## src/rtl/axi4_lite_reg_cfg_sequencer_if.sv

```systemverilog
`default_nettype none
// ------------------------------------------------------------------
// ifc_axi4_lite : AXI4-lite bus bundle with master/slave views.
// Rev 1.0
// ------------------------------------------------------------------
interface ifc_axi4_lite #(
  parameter int unsigned ADDR_WIDTH = 32,
  parameter int unsigned DATA_WIDTH = 32
) ();
  logic [ADDR_WIDTH-1:0]   awaddr;
  logic [2:0]              awprot;
  logic                    awvalid;
  logic                    awready;
  logic [DATA_WIDTH-1:0]   wdata;
  logic [DATA_WIDTH/8-1:0] wstrb;
  logic                    wvalid;
  logic                    wready;
  logic [1:0]              bresp;
  logic                    bvalid;
  logic                    bready;
  logic [ADDR_WIDTH-1:0]   araddr;
  logic [2:0]              arprot;
  logic                    arvalid;
  logic                    arready;
  logic [DATA_WIDTH-1:0]   rdata;
  logic [1:0]              rresp;
  logic                    rvalid;
  logic                    rready;

  modport master (
    output awaddr, awprot, awvalid, input awready,
    output wdata, wstrb, wvalid, input wready,
    input bresp, bvalid, output bready,
    output araddr, arprot, arvalid, input arready,
    input rdata, rresp, rvalid, output rready
  );

  modport slave (
    input awaddr, awprot, awvalid, output awready,
    input wdata, wstrb, wvalid, output wready,
    output bresp, bvalid, input bready,
    input araddr, arprot, arvalid, output arready,
    output rdata, rresp, rvalid, input rready
  );
endinterface
`default_nettype wire

```

## src/rtl/axi4_lite_reg_cfg_sequencer.sv

```systemverilog
`default_nettype none
// ------------------------------------------------------------------
// axi4_lite_reg_cfg_sequencer : replays a register write table over
// AXI4-lite with optional read-back check.   Rev 1.0
// ------------------------------------------------------------------
module axi4_lite_reg_cfg_sequencer #(
  parameter int unsigned               AXI_ADDR_WIDTH = 32,
  parameter int unsigned               AXI_DATA_WIDTH = 32,
  parameter logic [AXI_ADDR_WIDTH-1:0] AXI_BASE_ADDR  = '0,
  parameter int unsigned               NUM_ENTRIES    = 8,
  parameter int unsigned               TIMEOUT_CYCLES = 256,
  localparam int unsigned              CNT_W = $clog2(NUM_ENTRIES + 1),
  localparam int unsigned              IDX_W = (NUM_ENTRIES > 1) ? $clog2(NUM_ENTRIES) : 1
) (
  input  logic                      clk,
  input  logic                      rst_n,
  ifc_axi4_lite.master              if_axi,
  input  logic                      i_start,
  input  logic [CNT_W-1:0]          i_num_entries,
  input  logic [AXI_ADDR_WIDTH-1:0] i_cfg_addr [NUM_ENTRIES],
  input  logic [AXI_DATA_WIDTH-1:0] i_cfg_data [NUM_ENTRIES],
  input  logic [NUM_ENTRIES-1:0]    i_cfg_verify,
  output logic                      o_busy,
  output logic                      o_done,
  output logic                      o_error,
  output logic [IDX_W-1:0]          o_err_index,
  output logic [1:0]                o_err_code
);
  localparam int unsigned      TMO_W    = $clog2(TIMEOUT_CYCLES + 1);
  localparam logic [TMO_W-1:0] TMO_LAST = TMO_W'(TIMEOUT_CYCLES - 1);
  localparam logic [CNT_W-1:0] NUM_MAX  = CNT_W'(NUM_ENTRIES);
  localparam logic [1:0]       ERR_RESP   = 2'b01;
  localparam logic [1:0]       ERR_VERIFY = 2'b10;
  localparam logic [1:0]       ERR_TMO    = 2'b11;

  typedef enum logic [2:0] {
    S_IDLE    = 3'd0,
    S_WR_REQ  = 3'd1,
    S_WR_RESP = 3'd2,
    S_RD_REQ  = 3'd3,
    S_RD_RESP = 3'd4,
    S_NEXT    = 3'd5,
    S_ERROR   = 3'd6
  } state_e;

  state_e           state_q, state_d;
  logic [IDX_W-1:0] idx_q, idx_d;
  logic [CNT_W-1:0] num_q, num_d;
  logic [TMO_W-1:0] tmo_q, tmo_d;
  logic [1:0]       pend_code_q, pend_code_d;
  logic             awvalid_q, awvalid_d, wvalid_q, wvalid_d;
  logic             bready_q, bready_d, arvalid_q, arvalid_d, rready_q, rready_d;
  logic             busy_q, busy_d, done_q, done_d, error_q, error_d;
  logic [IDX_W-1:0] err_index_q, err_index_d;
  logic [1:0]       err_code_q, err_code_d;

  logic w_aw_hs, w_w_hs, w_b_hs, w_ar_hs, w_r_hs, w_last, w_tmo;

  assign w_aw_hs = awvalid_q & if_axi.awready;
  assign w_w_hs  = wvalid_q & if_axi.wready;
  assign w_b_hs  = bready_q & if_axi.bvalid;
  assign w_ar_hs = arvalid_q & if_axi.arready;
  assign w_r_hs  = rready_q & if_axi.rvalid;
  assign w_last  = (CNT_W'(idx_q) + CNT_W'(1)) == num_q;
  assign w_tmo   = (tmo_q == TMO_LAST);

  always_comb begin
    state_d     = state_q;
    idx_d       = idx_q;
    num_d       = num_q;
    tmo_d       = tmo_q;
    pend_code_d = pend_code_q;
    awvalid_d   = awvalid_q;
    wvalid_d    = wvalid_q;
    bready_d    = bready_q;
    arvalid_d   = arvalid_q;
    rready_d    = rready_q;
    done_d      = 1'b0;
    error_d     = error_q;
    err_index_d = err_index_q;
    err_code_d  = err_code_q;

    case (state_q)
      S_IDLE: begin
        if (i_start) begin
          error_d     = 1'b0;
          err_index_d = '0;
          err_code_d  = 2'b00;
          idx_d       = '0;
          if (i_num_entries == '0) begin
            done_d = 1'b1;
          end else begin
            num_d     = (i_num_entries > NUM_MAX) ? NUM_MAX : i_num_entries;
            awvalid_d = 1'b1;
            wvalid_d  = 1'b1;
            state_d   = S_WR_REQ;
          end
        end
      end
      S_WR_REQ: begin
        if (w_aw_hs) awvalid_d = 1'b0;
        if (w_w_hs)  wvalid_d  = 1'b0;
        // Either channel may have completed on an earlier cycle.
        if ((w_aw_hs || !awvalid_q) && (w_w_hs || !wvalid_q)) begin
          bready_d = 1'b1;
          tmo_d    = '0;
          state_d  = S_WR_RESP;
        end
      end
      S_WR_RESP: begin
        if (w_b_hs) begin
          bready_d = 1'b0;
          if (if_axi.bresp != 2'b00) begin
            pend_code_d = ERR_RESP;
            state_d     = S_ERROR;
          end else if (i_cfg_verify[idx_q]) begin
            arvalid_d = 1'b1;
            state_d   = S_RD_REQ;
          end else begin
            state_d = S_NEXT;
          end
        end else if (w_tmo) begin
          bready_d    = 1'b0;
          pend_code_d = ERR_TMO;
          state_d     = S_ERROR;
        end else begin
          tmo_d = tmo_q + TMO_W'(1);
        end
      end
      S_RD_REQ: begin
        if (w_ar_hs) begin
          arvalid_d = 1'b0;
          rready_d  = 1'b1;
          tmo_d     = '0;
          state_d   = S_RD_RESP;
        end
      end
      S_RD_RESP: begin
        if (w_r_hs) begin
          rready_d = 1'b0;
          if (if_axi.rresp != 2'b00) begin
            pend_code_d = ERR_RESP;
            state_d     = S_ERROR;
          end else if (if_axi.rdata != i_cfg_data[idx_q]) begin
            pend_code_d = ERR_VERIFY;
            state_d     = S_ERROR;
          end else begin
            state_d = S_NEXT;
          end
        end else if (w_tmo) begin
          rready_d    = 1'b0;
          pend_code_d = ERR_TMO;
          state_d     = S_ERROR;
        end else begin
          tmo_d = tmo_q + TMO_W'(1);
        end
      end
      S_NEXT: begin
        if (w_last) begin
          done_d  = 1'b1;
          state_d = S_IDLE;
        end else begin
          idx_d     = idx_q + IDX_W'(1);
          awvalid_d = 1'b1;
          wvalid_d  = 1'b1;
          state_d   = S_WR_REQ;
        end
      end
      S_ERROR: begin
        error_d     = 1'b1;
        err_index_d = idx_q;
        err_code_d  = pend_code_q;
        bready_d    = 1'b0;
        rready_d    = 1'b0;
        state_d     = S_IDLE;
      end
      default: state_d = S_IDLE;
    endcase

    busy_d = (state_d != S_IDLE);
  end

  always_ff @(posedge clk) begin
    if (!rst_n) begin
      state_q     <= S_IDLE;
      idx_q       <= '0;
      num_q       <= '0;
      tmo_q       <= '0;
      pend_code_q <= 2'b00;
      awvalid_q   <= 1'b0;
      wvalid_q    <= 1'b0;
      bready_q    <= 1'b0;
      arvalid_q   <= 1'b0;
      rready_q    <= 1'b0;
      busy_q      <= 1'b0;
      done_q      <= 1'b0;
      error_q     <= 1'b0;
      err_index_q <= '0;
      err_code_q  <= 2'b00;
    end else begin
      state_q     <= state_d;
      idx_q       <= idx_d;
      num_q       <= num_d;
      tmo_q       <= tmo_d;
      pend_code_q <= pend_code_d;
      awvalid_q   <= awvalid_d;
      wvalid_q    <= wvalid_d;
      bready_q    <= bready_d;
      arvalid_q   <= arvalid_d;
      rready_q    <= rready_d;
      busy_q      <= busy_d;
      done_q      <= done_d;
      error_q     <= error_d;
      err_index_q <= err_index_d;
      err_code_q  <= err_code_d;
    end
  end

  // Address/data follow the live table entry; the table is held stable while busy.
  assign if_axi.awaddr  = AXI_BASE_ADDR + i_cfg_addr[idx_q];
  assign if_axi.awprot  = 3'b000;
  assign if_axi.awvalid = awvalid_q;
  assign if_axi.wdata   = i_cfg_data[idx_q];
  assign if_axi.wstrb   = '1;
  assign if_axi.wvalid  = wvalid_q;
  assign if_axi.bready  = bready_q;
  assign if_axi.araddr  = AXI_BASE_ADDR + i_cfg_addr[idx_q];
  assign if_axi.arprot  = 3'b000;
  assign if_axi.arvalid = arvalid_q;
  assign if_axi.rready  = rready_q;

  assign o_busy      = busy_q;
  assign o_done      = done_q;
  assign o_error     = error_q;
  assign o_err_index = err_index_q;
  assign o_err_code  = err_code_q;
endmodule
`default_nettype wire

```

## src/flat_wrapper.sv

```systemverilog
// flat-port wrapper written by rule: the top's interface ports become plain ports
module axi4_lite_reg_cfg_sequencer_flat 
#(
  parameter int unsigned               AXI_ADDR_WIDTH = 32,
  parameter int unsigned               AXI_DATA_WIDTH = 32,
  parameter logic [AXI_ADDR_WIDTH-1:0] AXI_BASE_ADDR  = '0,
  parameter int unsigned               NUM_ENTRIES    = 8,
  parameter int unsigned               TIMEOUT_CYCLES = 256,
  localparam int unsigned              CNT_W = $clog2(NUM_ENTRIES + 1),
  localparam int unsigned              IDX_W = (NUM_ENTRIES > 1) ? $clog2(NUM_ENTRIES) : 1
)
  (clk, rst_n, i_start, i_num_entries, i_cfg_addr, i_cfg_data, i_cfg_verify, o_busy, o_done, o_error, o_err_index, o_err_code, if_axi_awaddr, if_axi_awprot, if_axi_awvalid, if_axi_awready, if_axi_wdata, if_axi_wstrb, if_axi_wvalid, if_axi_wready, if_axi_bresp, if_axi_bvalid, if_axi_bready, if_axi_araddr, if_axi_arprot, if_axi_arvalid, if_axi_arready, if_axi_rdata, if_axi_rresp, if_axi_rvalid, if_axi_rready);
  ifc_axi4_lite #(.ADDR_WIDTH(32), .DATA_WIDTH(32)) if_axi_i ();
  input  logic clk;
  input  logic rst_n;
  input  logic i_start;
  input  logic [CNT_W-1:0] i_num_entries;
  input  logic [AXI_ADDR_WIDTH-1:0] i_cfg_addr[NUM_ENTRIES];
  input  logic [AXI_DATA_WIDTH-1:0] i_cfg_data[NUM_ENTRIES];
  input  logic [NUM_ENTRIES-1:0] i_cfg_verify;
  output logic o_busy;
  output logic o_done;
  output logic o_error;
  output logic [IDX_W-1:0] o_err_index;
  output logic [1:0] o_err_code;
  output wire logic [$bits(if_axi_i.awaddr)-1:0] if_axi_awaddr;
  output wire logic [$bits(if_axi_i.awprot)-1:0] if_axi_awprot;
  output wire logic [$bits(if_axi_i.awvalid)-1:0] if_axi_awvalid;
  input wire logic [$bits(if_axi_i.awready)-1:0] if_axi_awready;
  output wire logic [$bits(if_axi_i.wdata)-1:0] if_axi_wdata;
  output wire logic [$bits(if_axi_i.wstrb)-1:0] if_axi_wstrb;
  output wire logic [$bits(if_axi_i.wvalid)-1:0] if_axi_wvalid;
  input wire logic [$bits(if_axi_i.wready)-1:0] if_axi_wready;
  input wire logic [$bits(if_axi_i.bresp)-1:0] if_axi_bresp;
  input wire logic [$bits(if_axi_i.bvalid)-1:0] if_axi_bvalid;
  output wire logic [$bits(if_axi_i.bready)-1:0] if_axi_bready;
  output wire logic [$bits(if_axi_i.araddr)-1:0] if_axi_araddr;
  output wire logic [$bits(if_axi_i.arprot)-1:0] if_axi_arprot;
  output wire logic [$bits(if_axi_i.arvalid)-1:0] if_axi_arvalid;
  input wire logic [$bits(if_axi_i.arready)-1:0] if_axi_arready;
  input wire logic [$bits(if_axi_i.rdata)-1:0] if_axi_rdata;
  input wire logic [$bits(if_axi_i.rresp)-1:0] if_axi_rresp;
  input wire logic [$bits(if_axi_i.rvalid)-1:0] if_axi_rvalid;
  output wire logic [$bits(if_axi_i.rready)-1:0] if_axi_rready;
  assign if_axi_awaddr = if_axi_i.awaddr;
  assign if_axi_awprot = if_axi_i.awprot;
  assign if_axi_awvalid = if_axi_i.awvalid;
  assign if_axi_i.awready = if_axi_awready;
  assign if_axi_wdata = if_axi_i.wdata;
  assign if_axi_wstrb = if_axi_i.wstrb;
  assign if_axi_wvalid = if_axi_i.wvalid;
  assign if_axi_i.wready = if_axi_wready;
  assign if_axi_i.bresp = if_axi_bresp;
  assign if_axi_i.bvalid = if_axi_bvalid;
  assign if_axi_bready = if_axi_i.bready;
  assign if_axi_araddr = if_axi_i.araddr;
  assign if_axi_arprot = if_axi_i.arprot;
  assign if_axi_arvalid = if_axi_i.arvalid;
  assign if_axi_i.arready = if_axi_arready;
  assign if_axi_i.rdata = if_axi_rdata;
  assign if_axi_i.rresp = if_axi_rresp;
  assign if_axi_i.rvalid = if_axi_rvalid;
  assign if_axi_rready = if_axi_i.rready;
  axi4_lite_reg_cfg_sequencer #(.AXI_ADDR_WIDTH(AXI_ADDR_WIDTH), .AXI_DATA_WIDTH(AXI_DATA_WIDTH), .AXI_BASE_ADDR(AXI_BASE_ADDR), .NUM_ENTRIES(NUM_ENTRIES), .TIMEOUT_CYCLES(TIMEOUT_CYCLES)) u_core (.clk(clk), .rst_n(rst_n), .if_axi(if_axi_i), .i_start(i_start), .i_num_entries(i_num_entries), .i_cfg_addr(i_cfg_addr), .i_cfg_data(i_cfg_data), .i_cfg_verify(i_cfg_verify), .o_busy(o_busy), .o_done(o_done), .o_error(o_error), .o_err_index(o_err_index), .o_err_code(o_err_code));
endmodule
```

## config.mk

```make
export PLATFORM = sky130hd
export DESIGN_NAME = axi4_lite_reg_cfg_sequencer_flat
export DESIGN_NICKNAME = d
export VERILOG_FILES = /design/src/rtl/axi4_lite_reg_cfg_sequencer_if.sv /design/src/rtl/axi4_lite_reg_cfg_sequencer.sv /design/src/flat_wrapper.sv
export SDC_FILE = /design/constraint.sdc
export NUM_CORES = 1
export LEC_CHECK = 0
export CORE_AREA = 3 3 263 265
export DETAILED_ROUTE_END_ITERATION = 12
export DIE_AREA = 0 0 266 268
export GPL_ROUTABILITY_DRIVEN = 0
export PLACE_DENSITY = 0.32
export SETUP_SLACK_MARGIN = 0.5
export SYNTH_ARGS = -nofsm -noshare
export SYNTH_HDL_FRONTEND = slang
export SYNTH_SLANG_ARGS = --single-unit
```

## constraint.sdc

```tcl
create_clock -name clk -period 4.3 [get_ports clk]
set_input_delay 0.86 -clock clk [delete_from_list [all_inputs] [get_ports clk]]
set_output_delay 0.86 -clock clk [all_outputs]
set_load 0.05 [all_outputs]
```

# Word-level counts from Yosys, hierarchy flattened
# Cells that the tools add are included.
[classes]
reduce_logical = 28
n_bitwise = 7
n_addsub = 3
mux = 66
n_lt_le_gt_ge = 3
eq_ne = 25
[ops]
columns = ["cell", "count"]
rows = [
  ["32-bit binary-select mux with 3-bit select", 2],
  ["32-bit 2-to-1 mux", 4],
  ["9-bit 2-to-1 mux", 5],
  ["3-bit 2-to-1 mux", 12],
  ["9-bit one-hot mux with 4 select lines", 1],
  ["32-bit != test", 1],
  ["1-bit 2-to-1 mux", 20],
  ["5-bit AND reduction", 4],
  ["3-bit one-hot mux with 6 select lines", 1],
  ["2-bit 2-to-1 mux", 8],
  ["3-bit AND reduction", 5],
  ["2-bit by 1-bit != test with 1-bit output, second input constant", 6],
  ["2-bit != test, second input constant", 6],
  ["1-bit one-hot mux with 3 select lines", 4],
  ["3-bit one-hot mux with 2 select lines", 2],
  ["2-bit nonzero test", 6],
  ["3-bit nonzero test", 4],
  ["9-bit by 1-bit adder with 9-bit output, second input constant", 1],
  ["3-bit == test, second input constant", 3],
  ["9-bit by 8-bit == test with 1-bit output, second input constant", 1],
  ["2-bit one-hot mux with 2 select lines", 2],
  ["3-bit by 2-bit == test with 1-bit output, second input constant", 2],
  ["3-bit by 1-bit != test with 1-bit output, second input constant", 2],
  ["1-bit one-hot mux with 2 select lines", 3],
  ["other kinds (21)", 27],
]
[totals]
regBits = 34
elab_cells = 147
out_inout_bits = 119

# Depth between registers and ports, before layout
[depth]
ltp_word = 10
mapped_depth = 12
depth_no_buf = 12

# Worst setup path after synthesis
# Ideal clock, no wire load.
[synth_path]
kind = "reg-to-output"
startpoint = "reg u_core.idx_q[0]"
endpoint = "out if_axi_awaddr[10]"
path_slack_ns = 0.500
path_stages_with_launch = 9
arrival_time_ns = 2.940
path_cell_list = "dfxtp_1 -> buf_2 -> buf_2 -> clkbuf_1 -> buf_2 -> buf_2 -> mux4_2 -> mux2_2 -> buf_4"
[synth_via]
elab_chain_cells = 4
[synth_rtl]
columns = ["element", "line", "rtl"]
rows = [
  ["start, declared", "axi4_lite_reg_cfg_sequencer.sv:47", "logic [IDX_W-1:0] idx_q, idx_d;"],
  ["start signal, assigned", "axi4_lite_reg_cfg_sequencer.sv:202", "idx_q <= idx_d;"],
  ["3-bit inverter with 4-bit output", "n/a", ""],
  ["32-bit binary-select mux with 3-bit select", "n/a", ""],
  ["32-bit 2-to-1 mux (2 in a row)", "n/a", ""],
  ["end, declared", "flat_wrapper.sv:26", "output wire logic [$bits(if_axi_i.awaddr)-1:0] if_axi_awaddr;"],
]
# Every way passes these cells. The select of a mux whose other input is x is not followed.

# Worst setup path after layout
[layout_path]
startpoint = "in i_cfg_data[68] (netlist name)"
endpoint = "out if_axi_wdata[4]"
[layout_via]
elab_chain_cells = 3
[layout_rtl]
columns = ["element", "line", "rtl"]
rows = [
  ["start, declared", "flat_wrapper.sv:19", "input logic [AXI_DATA_WIDTH-1:0] i_cfg_data[NUM_ENTRIES];"],
  ["32-bit binary-select mux with 3-bit select", "axi4_lite_reg_cfg_sequencer.sv:223", "assign if_axi.wdata = i_cfg_data[idx_q];"],
  ["32-bit 2-to-1 mux (not written as such) (2 in a row)", "axi4_lite_reg_cfg_sequencer.sv:223", ""],
  ["end, declared", "flat_wrapper.sv:30", "output wire logic [$bits(if_axi_i.wdata)-1:0] if_axi_wdata;"],
]
# Every way passes these cells. The select of a mux whose other input is x is not followed.

==> results.tsv <==
metric	value	unit
status	complete, no violations	
TritonRoute pass-1 iters	6	
Syn Inst Count	642	
final core utilization	21.30	%
global-route wire length before repair	68700	um
top_reg_cell synth	dfxtp_1	
f_max	0.2689	GHz
CTS tree	built	
die area	0.07129	sq mm
Synth cell types	54	
Mapped Area	0.006499	sq mm
clock sink count	34	
period utilisation layout	86.48	%
CP cell instances	clkdlybuf4s50_1, mux4_2, nor2b_1, nor2_1, clkdlybuf4s50_1	
vias in the first global route	8654	
# DRC	0	
Post-synth EDFFs	0	
Final ANT Viol Nets	0	
largest net degree at the start of global routing	54	
final setup TNS	0	ps
CP Data Arrival Time	2860	ps
commonest non-fill, non-tap cell in the layout	clkdlybuf4s50_1	
setup violators final	0	
startpoint types	input port	
Clk Latency, worst-skew pair	280	ps
placed cell area	0.01402	sq mm
async set or reset register ratio after synthesis	0	%
Req. time, crit path	3440	ps
Worst Hold Path Cells	2	
num rows	95	
Initial Util	9.694	%
launching point of the worst reg2reg path	u_core.idx_q[0]$_SDFFE_PN0P_	
CTS max path bufs	2	
Reg-to-Reg End	u_core.pend_code_q[0]$_SDFFE_PN0P_	
Die Width	266	um
Via density	3.734	
total congestion overflow	0	
initial antenna violation count	14	
final max-slew violation count	0	
Die Span Y	268	um
Hold WC Path Type	reg2reg	
Worst Max-Slew Pin Slew	921.4	ps
drt wl/cell	24.28	um
Peak VDD IR	135.7	uV
Max-slew headroom	38.10	%
Post-Synth Adder-Cell Area	0.5776	%
static leakage	0.004751	uW
Hold Crit Endpoint	u_core.tmo_q[8]$_SDFFE_PN0P_	
worst setup path class	in2out	
most frequent cells in the layout	647 x clkdlybuf4s50_1, 98 x mux4_2, 88 x mux2_2	
post-synthesis xor/xnor area fraction	3.235	%
Final min period	3719	ps
min-delay src	u_core.tmo_q[8]$_SDFFE_PN0P_	
vias	8009	
H-tree depth	2	
final setup margin	581.2	ps
endpoint type of the worst setup path	primary output	
Power Density	133.5	mW/mm^2
Setup WS pre-CTS	124.9	ps
Std-Cell Core Area	0.06704	sq mm
slowest cell delay on critical path	740	ps
RSZ-0062 raised after global routing	no	
Synth Register Bits	34	
Port Buffer Count	676	
Inserted Clock Buffers	5	
Max Clock Skew	5.664	ps
Worst path top cell family by delay	buffers and inverters	
Worst Path Buf+Inv	2	
boundary pin count	687	
Routed WL	52080	um
CP max stage cell	clkdlybuf4s50_1	
Avg Cell Area, Syn	10.12	sq um
Root Buffer	clkbuf_16	
Worst Setup SP	i_cfg_data[68]	
critical path's most frequent cell	clkdlybuf4s50_1	
Synth Warn #	0	
Starting DRT DRC Count	365	
FF-to-FF setup slack	1000	ps
final instance area	0.01428	sq mm
share of cells above drive strength 1	18.58	%
Pwr Total	1905	uW
largest family of logic cells by synthesized area	multiplexers	
Area Overhead vs Synth	119.7	%
Synth Area in Simple Gates	13.36	%
CP max FO	3	
Seq/Total Area, Yosys	10.47	%
clock transition at the registers of the reported paths	50	ps
nets	1835	
Final Hold Vio Count	0	
compound-cell area share of the yosys netlist	9.530	%
MaxCap Viol Count	0	
mux cell area share after synthesis	53.48	%
gr usage total	13.46	%
Detail Placement HPWL	45730	um
FF-to-FF path depth	10	
[Yosys cell counts (2+ instances only)]
master    instances  area, sq um
mux4_2           98         2207
or3b_1            3        26.28
or3_1            12        75.07
conb_1            2        7.510
nor3_1           12        60.06
o31ai_1           4        30.03
clkbuf_1         19        71.32
and2_1            5        31.28
inv_1             7        26.28
nor4b_1           2        17.52
buf_4            44        330.3
a211oi_1          4        30.03
nand2_1          21        78.83
a21oi_1          21        105.1
dfxtp_1          34        680.7
nor2_1           57        214.0
buf_2            13        65.06
xor2_1           10        87.58
nand2b_1          9        56.30
o21ai_0          17        85.08
nor4_2            2        25.02
ha_1              3        37.54
buf_1            11        41.29
nor4_1            2        12.51
mux2i_1          24        240.2
a31oi_1           2        12.51
nor2b_1          12        75.07
mux2_1            2        22.52
o211ai_1          3        22.52
a22oi_1          13        97.59
buf_6             4        45.04
or2_2             4        25.02
xnor2_1          14        122.6
o22ai_1          27        168.9
and3_1            3        18.77
nand3_1          11        55.05
nand4_1           7        43.79
mux2_2           88        991.0
[stage by stage]
step	cells	hold WS [ps]
6_report	2145	483.0
3_5_place_dp	2127	474.7
2_1_floorplan	650	454.4
5_1_grt	2140	522.6
4_1_cts	2138	487.6
3_3_place_gp	2127	464.8
[logic make-up after synthesis]
| logic type | count (synthesis) |
|---|---|
| adder cells (fa/ha/maj) | 3 |
| other | 2 |
| XOR/XNOR | 24 |
| AND/OR/NAND/NOR | 168 |
| flip-flops | 34 |
| AO/OA/AOI/OAI | 99 |
| buffers and inverters | 99 |
| multiplexers | 213 |
[metal layers]
layer,track usage (%),wire length [um]
met5,0,26
met4,0.7706,185
met3,4.605,4415
met2,25.53,27620
met1,15.20,19840
[state kept, by name (all words and copies together), names as in the netlist, 2 cells and up]
name	count
u_core.tmo_q	9
u_core.num_q	4
u_core.idx_q	3
u_core.o_err_index	3
u_core.state_q	3
u_core.o_err_code	2
u_core.pend_code_q	2
[report_power, final]
| part | leakage [uW] | internal, uW | switching, uW | total [uW] |
|---|---|---|---|---|
| clock | 0.0000782 | 274 | 130 | 404 |
| combinational | 0.00439 | 680 | 477 | 1160 |
| sequential | 0.000278 | 326 | 18.1 | 345 |
[worst min-delay path: stages (launching register included)]
cell,delay [ps]
dfxtp_1,320
a21oi_1,60
nor2_1,70
[repair_timing]
item                       CTS  global route
buffers inserted             3             0
pin swaps                    1             0
hold buffers                 0             0
resized for setup            5            17
setup endpoints to repair   25            18
[final cells by class]
class | instances | area, sq um
fillers | 7350 | 52760
repair buffers | 699 | 7034
multi-input cells | 517 | 5251
well taps | 873 | 1092
flip-flops and latches | 34 | 691.9
clock buffers | 7 | 132.6
clock inverters | 1 | 30.03
inverters | 7 | 26.28
diodes | 7 | 17.52
[how the worst max path moves through the flow]
| stage | to | slack (ps) | cells after the start |
|---|---|---|---|
| 3_3_place_gp | u_core.pend_code_q[0]$_SDFFE_PN0P_ | 230 | 9 |
| 3_5_place_dp | u_core.pend_code_q[0]$_SDFFE_PN0P_ | 120 | 9 |
| 5_1_grt | if_axi_wdata[15] | 510 | 5 |
| 6_report | if_axi_wdata[4] | 580 | 5 |
| 4_1_cts | if_axi_araddr[6] | 510 | 5 |
| 2_1_floorplan | if_axi_awaddr[10] | 500 | 8 |
(Power assumes the default switching activity.)
